--- config.mk ---
export PLATFORM = sky130hd
export DESIGN_NAME = fetch_stage
export DESIGN_NICKNAME = d
export VERILOG_FILES = /design/src/rtl/cpu_pkg.sv /design/src/rtl/if_id_register.sv /design/src/rtl/fetch_stage.sv
export SDC_FILE = /design/constraint.sdc
export NUM_CORES = 1
export LEC_CHECK = 0
export CAP_MARGIN = 5
export CELL_PAD_IN_SITES_DETAIL_PLACEMENT = 0
export CELL_PAD_IN_SITES_GLOBAL_PLACEMENT = 1
export CORE_MARGIN = 3
export CORE_UTILIZATION = 42
export CTS_CLUSTER_SIZE = 12
export DETAILED_ROUTE_END_ITERATION = 10
export PLACE_DENSITY = 0.86
export SYNTH_ARGS = -nofsm -noshare
export SYNTH_HDL_FRONTEND = slang
export SYNTH_HIERARCHICAL = 1
export SYNTH_SLANG_ARGS = --single-unit
--- constraint.sdc ---
create_clock -name clk -period 4.2 [get_ports clk]
set_input_delay 0.84 -clock clk [delete_from_list [all_inputs] [get_ports clk]]
set_output_delay 0.84 -clock clk [all_outputs]
set_load 0.01 [all_outputs]
--- src/rtl/cpu_pkg.sv ---
// Shared CPU front-end types: fetch FSM encoding, IF/ID entry layout and
// architectural constants.
package cpu_pkg;

  typedef enum logic [1:0] {
    FETCH_REQ   = 2'd0,
    FETCH_WAIT  = 2'd1,
    FETCH_HOLD  = 2'd2,
    FETCH_DRAIN = 2'd3
  } fetch_state_e;

  localparam logic [31:0] NOP_INSTR       = 32'h0000_0013;
  localparam logic [31:0] DEF_RESET_PC    = 32'h0000_1000;
  localparam logic [31:0] DEF_TRAP_VECTOR = 32'h0000_2000;

  // One IF/ID slot: the PC, the instruction word and the misaligned-PC flag.
  typedef struct packed {
    logic [31:0] pc;
    logic [31:0] instr;
    logic        fault;
  } if_entry_t;

  localparam if_entry_t NOP_ENTRY = '{pc: 32'd0, instr: NOP_INSTR, fault: 1'b0};

endpackage

--- src/rtl/if_id_register.sv ---
// IF/ID output register plus a single-entry skid buffer. The skid catches a
// cache response that lands while decode is stalled so the cache never has
// to be back-pressured.
module if_id_register
  import cpu_pkg::*;
(
  input  logic      clk,
  input  logic      i_reset_n,
  input  logic      i_flush,
  input  logic      i_stall,
  input  logic      i_load,
  input  logic      i_skid_wr,
  input  logic      i_skid_rd,
  input  if_entry_t i_entry,
  output logic      o_valid,
  output if_entry_t o_entry
);

  logic      r_valid;
  if_entry_t r_entry;
  logic      r_skid_valid;
  if_entry_t r_skid;

  // Output slot and skid buffer; flush kills both, even under stall.
  always_ff @(posedge clk) begin
    if (!i_reset_n) begin
      r_valid      <= 1'b0;
      r_entry      <= NOP_ENTRY;
      r_skid_valid <= 1'b0;
      r_skid       <= NOP_ENTRY;
    end else if (i_flush) begin
      r_valid      <= 1'b0;
      r_skid_valid <= 1'b0;
    end else begin
      if (i_load) begin
        r_valid <= 1'b1;
        r_entry <= i_entry;
      end else if (i_skid_rd && r_skid_valid) begin
        r_valid      <= 1'b1;
        r_entry      <= r_skid;
        r_skid_valid <= 1'b0;
      end else if (!i_stall) begin
        // decode took the entry and nothing replaces it
        r_valid <= 1'b0;
      end
      if (i_skid_wr) begin
        r_skid_valid <= 1'b1;
        r_skid       <= i_entry;
      end
    end
  end

  assign o_valid = r_valid;
  assign o_entry = r_entry;

endmodule

--- src/rtl/fetch_stage.sv ---
// Instruction fetch: owns the PC, keeps at most one I-cache request in
// flight and feeds decode through the IF/ID register. Redirects and traps
// can land in any state; a response to a request issued before the redirect
// is swallowed in DRAIN.
module fetch_stage
  import cpu_pkg::*;
#(
  parameter logic [31:0] RESET_PC    = DEF_RESET_PC,
  parameter logic [31:0] TRAP_VECTOR = DEF_TRAP_VECTOR
) (
  input  logic        clk,
  input  logic        reset,
  input  logic        stall,
  input  logic        redirect_valid,
  input  logic [31:0] redirect_pc,
  input  logic        trap,
  output logic        icache_req_valid,
  output logic [31:0] icache_req_addr,
  input  logic        icache_req_ready,
  input  logic        icache_resp_valid,
  input  logic [31:0] icache_resp_data,
  output logic        if_valid,
  output logic [31:0] if_pc,
  output logic [31:0] if_instruction,
  output logic        if_fault
);

  fetch_state_e r_state;
  logic [31:0]  r_pc;

  logic        w_flush;
  logic [31:0] w_target;
  logic        w_aligned;
  logic        w_out_free;
  logic        w_load;
  logic        w_skid_wr;
  logic        w_skid_rd;
  if_entry_t   w_entry;
  if_entry_t   w_out_entry;

  // trap outranks a simultaneous redirect
  assign w_flush    = trap || redirect_valid;
  assign w_target   = trap ? TRAP_VECTOR : redirect_pc;
  assign w_aligned  = (r_pc[1:0] == 2'b00);
  assign w_out_free = !if_valid || !stall;

  // Request depends only on state, PC and redirect inputs, never on the response.
  assign icache_req_valid = (r_state == FETCH_REQ) && !w_flush && w_aligned;
  assign icache_req_addr  = r_pc;

  // Decide what enters the IF/ID register or the skid buffer this cycle.
  always_comb begin
    w_load    = 1'b0;
    w_skid_wr = 1'b0;
    w_skid_rd = 1'b0;
    w_entry   = '{pc: r_pc, instr: icache_resp_data, fault: 1'b0};
    if (!w_flush) begin
      case (r_state)
        FETCH_REQ: begin
          if (!w_aligned && w_out_free) begin
            w_load        = 1'b1;
            w_entry.instr = NOP_INSTR;
            w_entry.fault = 1'b1;
          end
        end
        FETCH_WAIT: begin
          if (icache_resp_valid) begin
            w_load    = w_out_free;
            w_skid_wr = !w_out_free;
          end
        end
        FETCH_HOLD:  w_skid_rd = !stall;
        default: ;
      endcase
    end
  end

  // Fetch FSM and PC; a misaligned PC parks in REQ until redirected.
  always_ff @(posedge clk) begin
    if (!reset) begin
      r_state <= FETCH_REQ;
      r_pc    <= RESET_PC;
    end else if (w_flush) begin
      r_pc <= w_target;
      case (r_state)
        FETCH_WAIT,
        FETCH_DRAIN: r_state <= icache_resp_valid ? FETCH_REQ : FETCH_DRAIN;
        default:     r_state <= FETCH_REQ;
      endcase
    end else begin
      case (r_state)
        FETCH_REQ: begin
          if (icache_req_valid && icache_req_ready) r_state <= FETCH_WAIT;
        end
        FETCH_WAIT: begin
          if (icache_resp_valid) begin
            if (w_out_free) begin
              r_pc    <= r_pc + 32'd4;
              r_state <= FETCH_REQ;
            end else begin
              r_state <= FETCH_HOLD;
            end
          end
        end
        FETCH_HOLD: begin
          if (!stall) begin
            r_pc    <= r_pc + 32'd4;
            r_state <= FETCH_REQ;
          end
        end
        FETCH_DRAIN: begin
          if (icache_resp_valid) r_state <= FETCH_REQ;
        end
        default: r_state <= FETCH_REQ;
      endcase
    end
  end

  if_id_register u_if_id (
    .clk       (clk),
    .i_reset_n (reset),
    .i_flush   (w_flush),
    .i_stall   (stall),
    .i_load    (w_load),
    .i_skid_wr (w_skid_wr),
    .i_skid_rd (w_skid_rd),
    .i_entry   (w_entry),
    .o_valid   (if_valid),
    .o_entry   (w_out_entry)
  );

  assign if_pc          = w_out_entry.pc;
  assign if_instruction = w_out_entry.instr;
  assign if_fault       = w_out_entry.fault;

endmodule

[Yosys cells after proc, flatten, opt, wreduce, memory -nomap -nowiden]
Index checks and enable logic that the tools add are counted.
Widths: inputs -> output; s select.
Storage, ports and cells
  bits in registers: 166
  logic and storage cells: 81
Operators by class
  add/sub/neg operators: 1
  equality and inequality tests: 10
  muxes and demuxes: 34
  bitwise logic cells: 2
  reductions and logical operators: 24
Operator list (count)
  $mux 32: 5
  $mux 65: 2
  $mux 33: 2
  $pmux 32 s2: 1
  $add 32x3->32 const B: 1
  $mux 2: 8
  $mux 1: 14
  $ne 3x3->1 const B: 4
  $pmux 2 s4: 1
  $reduce_and 4->1: 2
  $reduce_and 2->1: 3
  $logic_and 1x1->1: 5
  $logic_not 1->1: 5
  $eq 2x2->1 const B: 2
  $logic_not 2->1: 2
  $reduce_bool 2->1: 2
  $reduce_or 2->1: 2
  $ne 3x1->1 const B: 1
  $ne 3x2->1 const B: 1
  $reduce_bool 3->1: 1
  $eq 2x1->1 const B: 1
  $logic_or 1x1->1: 2
  $ne 2x2->1 const B: 1
  $not 1->1: 2
  $pmux 1 s2: 1

[Longest topological paths before layout]
  depth in word-level cells: 8
  depth in mapped cells: 12
  depth with buffers taken out: 7

[By module]
Netlist, hierarchy kept.
Modules (own cells, without submodules)
  if_id_register: times used 1, cells each 601, area each 5564.1 um^2, sequential area each 2642.5 um^2
  fetch_stage: times used 1, cells each 331, area each 2611.3 um^2, sequential area each 680.7 um^2

[Least setup slack after synthesis]
No wires, ideal clock.
  kind: input -> register
  start: input port redirect_valid
  end: register u_if_id.r_entry, in the netlist u_if_id/o_entry[1]
  library setup time: 127 ps
  arrival time: 2810 ps
  required time: 4073 ps
  slack: 1263 ps
  stages on the path: 11
  path buffers: 4
  path through: buf_2 > nor2_4 > nand2_1 > or3_1 > clkbuf_1 > o21ai_0 > buf_6 > buf_2 > a21oi_1 > a2111oi_0 > o21ai_1
On the way
  elaborated cells on any way between the ends: 8
  those cells by class: 3 x mux; 1 x bitwise; 4 x reduce/logical
RTL lines
  start, declared: line fetch_stage.sv:14  | input logic redirect_valid,
  $logic_or 1x1->1 (*): line fetch_stage.sv:42  | assign w_flush = trap || redirect_valid;
  $mux 1 (*): line fetch_stage.sv:57  | if (!w_flush) begin
  named net w_load: line fetch_stage.sv:35  | logic w_load;
  $reduce_bool 2->1 (no line)
  $reduce_and 2->1 (no line)
  end signal, assigned: line if_id_register.sv:37  | r_entry <= i_entry;
  end signal, assigned: line if_id_register.sv:40  | r_entry <= r_skid;
  end, declared: line if_id_register.sv:20  | if_entry_t r_entry;
Mark *: on every way through the listed nets, which the timed path passes. The rest lies on a longest branch.
A chain may end at the register's enable or synchronous reset.

[Worst setup path in the final report]
  start: input port redirect_valid
  end: output port icache_req_valid
On the way
  longest elaborated chain between the ends: 4
RTL lines
  $logic_or 1x1->1: line fetch_stage.sv:42
  $logic_not 1->1
  $logic_and 1x1->1 (2 in series): line fetch_stage.sv:48  | assign icache_req_valid = (r_state == FETCH_REQ) && !w_flush && w_aligned;
  end, declared: line fetch_stage.sv:17  | output logic icache_req_valid,
No other way between the ends.

==> flow_metrics.tcl <==
set metrics [dict create \
    drt_wl_total_um 21400 \
    die_y_um 146 \
    powerDensity_nw_per_um2 345 \
    synth_top_cells_by_area "dfxtp_1 41%, mux2i_1 8.2%, a21oi_1 8.0%, nand2_1 7.8%, a311oi_1 5.4%" \
    tns_ns 0 \
    ys_ff_latch 166 \
    ios 170 \
    grt_max_degree 82 \
    htreeDepth 4 \
    critPathRequiredTime_ns 3.36 \
    r2r-end "icache_req_addr[22]" \
    cp-start-kind "primary input" \
    yosys_warnings 6 \
    reg2reg_slack_ns 1.62 \
    routedWlPerCell_um 16.5 \
    synth_top_area_frac 0.406 \
    finalCriticalPeriod_ns 3.49 \
    yosysUniqueCellTypes 61 \
    drcViolationCount 0 \
    cap_viol_max_count 0 \
    dpl.hpwl_um 14100 \
    synth_top_cell_by_area "dfxtp_1" \
    peakVddDrop_v 0.000275 \
    synth.avg_cell_area_um2 8.77 \
    grt_pass1_vias 6328 \
    clk_latency_ns 0.43 \
    crit_type "in2out" \
    overflow 0 \
    cp_data_arrival_time_ns 2.65 \
    yosys_most_used_dff "dfxtp_1" \
    place_congestion 0.831 \
    track_usage 0.197 \
    final_nets 1093 \
    vias 6976 \
    hold_viol 0 \
    worstHoldPathType "reg2reg" \
    cts_buffers 17 \
    clock_skew_ns 0.0115 \
    clk_pin_slew_ns 0.07 \
    tightest_slew_ns 0.715 \
    cts_hold_buf 0 \
    layout-drive-gt1-share 0.0870 \
    antennaDiodeCount 0 \
    max_slew_margin 0.523 \
    cp-endpoint "icache_req_valid" \
    coreArea_um2 18900 \
    drtAntennaViolNets 0 \
    fmax_mhz 286 \
    mostFrequentLayoutCells "169 x nand2_1, 169 x clkdlybuf4s50_1, 166 x dfxtp_1" \
    final-max-slew-violation-count 0 \
    post_cts_buffers 0 \
    ys_async_sr_fraction 0 \
    die_area_um2 21200 \
    post_cts_resized 0 \
    yosysSeqAreaShare 0.406 \
    fin_util 0.547 \
    drt_first_pass_iters 5 \
    area_growth_pct 26.5 \
    synth-edff-count 0 \
    p_leak_nw 3.10 \
    cts_sinks 166 \
    cts_tree "done" \
    rr_worst_depth 5 \
    syn-num-nets 1004 \
    rsz0062_at_grt "false" \
    grt_pass1_wl_um 34500 \
    endpoint_kind "output pin" \
    syn_inst 932 \
    antenna_found_initial 0 \
    portBuffers 169 \
    final-setup-viol-count 0 \
    status "complete, no violations" \
    cts-root-buf "clkbuf_16" \
    r2r_start "icache_req_addr[9]" \
    cp_max_fo 3 \
    die_x_um 146 \
    clk_path_buf_depth 2 \
    fin_crit_sh 0.832 \
    drtIter0Drc 439 \
    syn_area_um2 8180 \
    via_per_inst 5.39 \
    startpoint "redirect_valid" \
    start_util 0.433 \
    rows 50 \
]
report_power, final:
| part | switching (W) | internal, W |
|---|---|---|
| combinational | 0.000151 | 0.000149 |
| clock | 0.000672 | 0.000979 |
| sequential | 0.0000297 | 0.00159 |
worst max-delay path, stage by stage:
cell	delay (ns)
clkdlybuf4s50_1	0.50
nor2_4	0.16
nand2_1	0.10
nor4_1	0.41
clkdlybuf4s50_1	0.64
stage by stage:
step	total power, W	std cells	cell area, um2	hold WS [ns]	setup WS (ns)
global route	0.00369	1294	10300	0.468	0.588
finish	0.00357	1294	10300	0.453	0.707
global placement	0.00196	1262	9720	0.440	0.706
floorplan	0.00182	932	8180	0.431	1.26
CTS	0.00360	1294	10300	0.454	0.724
detailed placement	0.00196	1262	9720	0.446	0.747
per-layer routing:
layer  global-route usage  part of all wire  vias to the layer above
li1                     -                 -                     3492
met5                    0                 0                        -
met4               0.0603             0.016                        0
met2                0.305              0.46                      184
met3               0.0414             0.052                       24
met1                0.276              0.48                     3276
cell type report:
type                            instances  area, um2
Fill cell                            1785       8550
Multi-Input combinational cell        640       4130
Sequential cell                       166       3320
Timing Repair Buffer                  182       1880
Clock buffer                           20        457
Tap cell                              260        325
Clock inverter                         12        169
Inverter                               14       57.6
state kept, by name (all words and copies together), names as in the netlist:
register	count
u_if_id/o_entry	65
icache_req_addr	32
u_if_id/r_skid	65
r_state	2
u_if_id/o_valid	1
u_if_id/r_skid_valid	1
worst min-delay path by stage:
stage,to,slack (ns),from,cells past startpoint
after detailed placement,u_if_id/r_skid[25],0.45,u_if_id/r_skid[25],2
after global placement,u_if_id/r_skid[3],0.44,u_if_id/r_skid[3],2
after global routing,u_if_id/r_skid[8],0.47,u_if_id/r_skid[8],2
after CTS,u_if_id/r_skid[48],0.45,u_if_id/r_skid[48],2
after floorplan,u_if_id/r_skid[1],0.43,u_if_id/r_skid[1],2
final,u_if_id/r_skid[22],0.45,u_if_id/r_skid[22],2
cell families after synthesis:
group,after synthesis,synth area share
adders and majority gates,1,0.00153
muxes,67,0.0820
xor gates and xnor gates,18,0.0193
and+or+nand+nor,290,0.177
DFF,166,0.406
buffers and inverters,126,0.0905
AOI/OAI and AO/OA,264,0.223
cells in the mapped netlist (6+ instances only):
cell	n
nand2_1	169
dfxtp_1	166
a21oi_1	131
mux2i_1	67
a311oi_1	50
buf_2	39
buf_4	38
and2_1	33
clkbuf_1	24
xnor2_1	14
a311oi_2	12
nand3_1	12
nor2_1	12
inv_1	11
nor2b_1	11
a21oi_2	10
buf_6	10
nand4_1	10
o21ai_1	10
o21ai_0	9
nor4_1	7
o22ai_1	7
nand2b_1	6
nor3_1	6
nor4_2	6
Power figures use the tool's default switching activity.
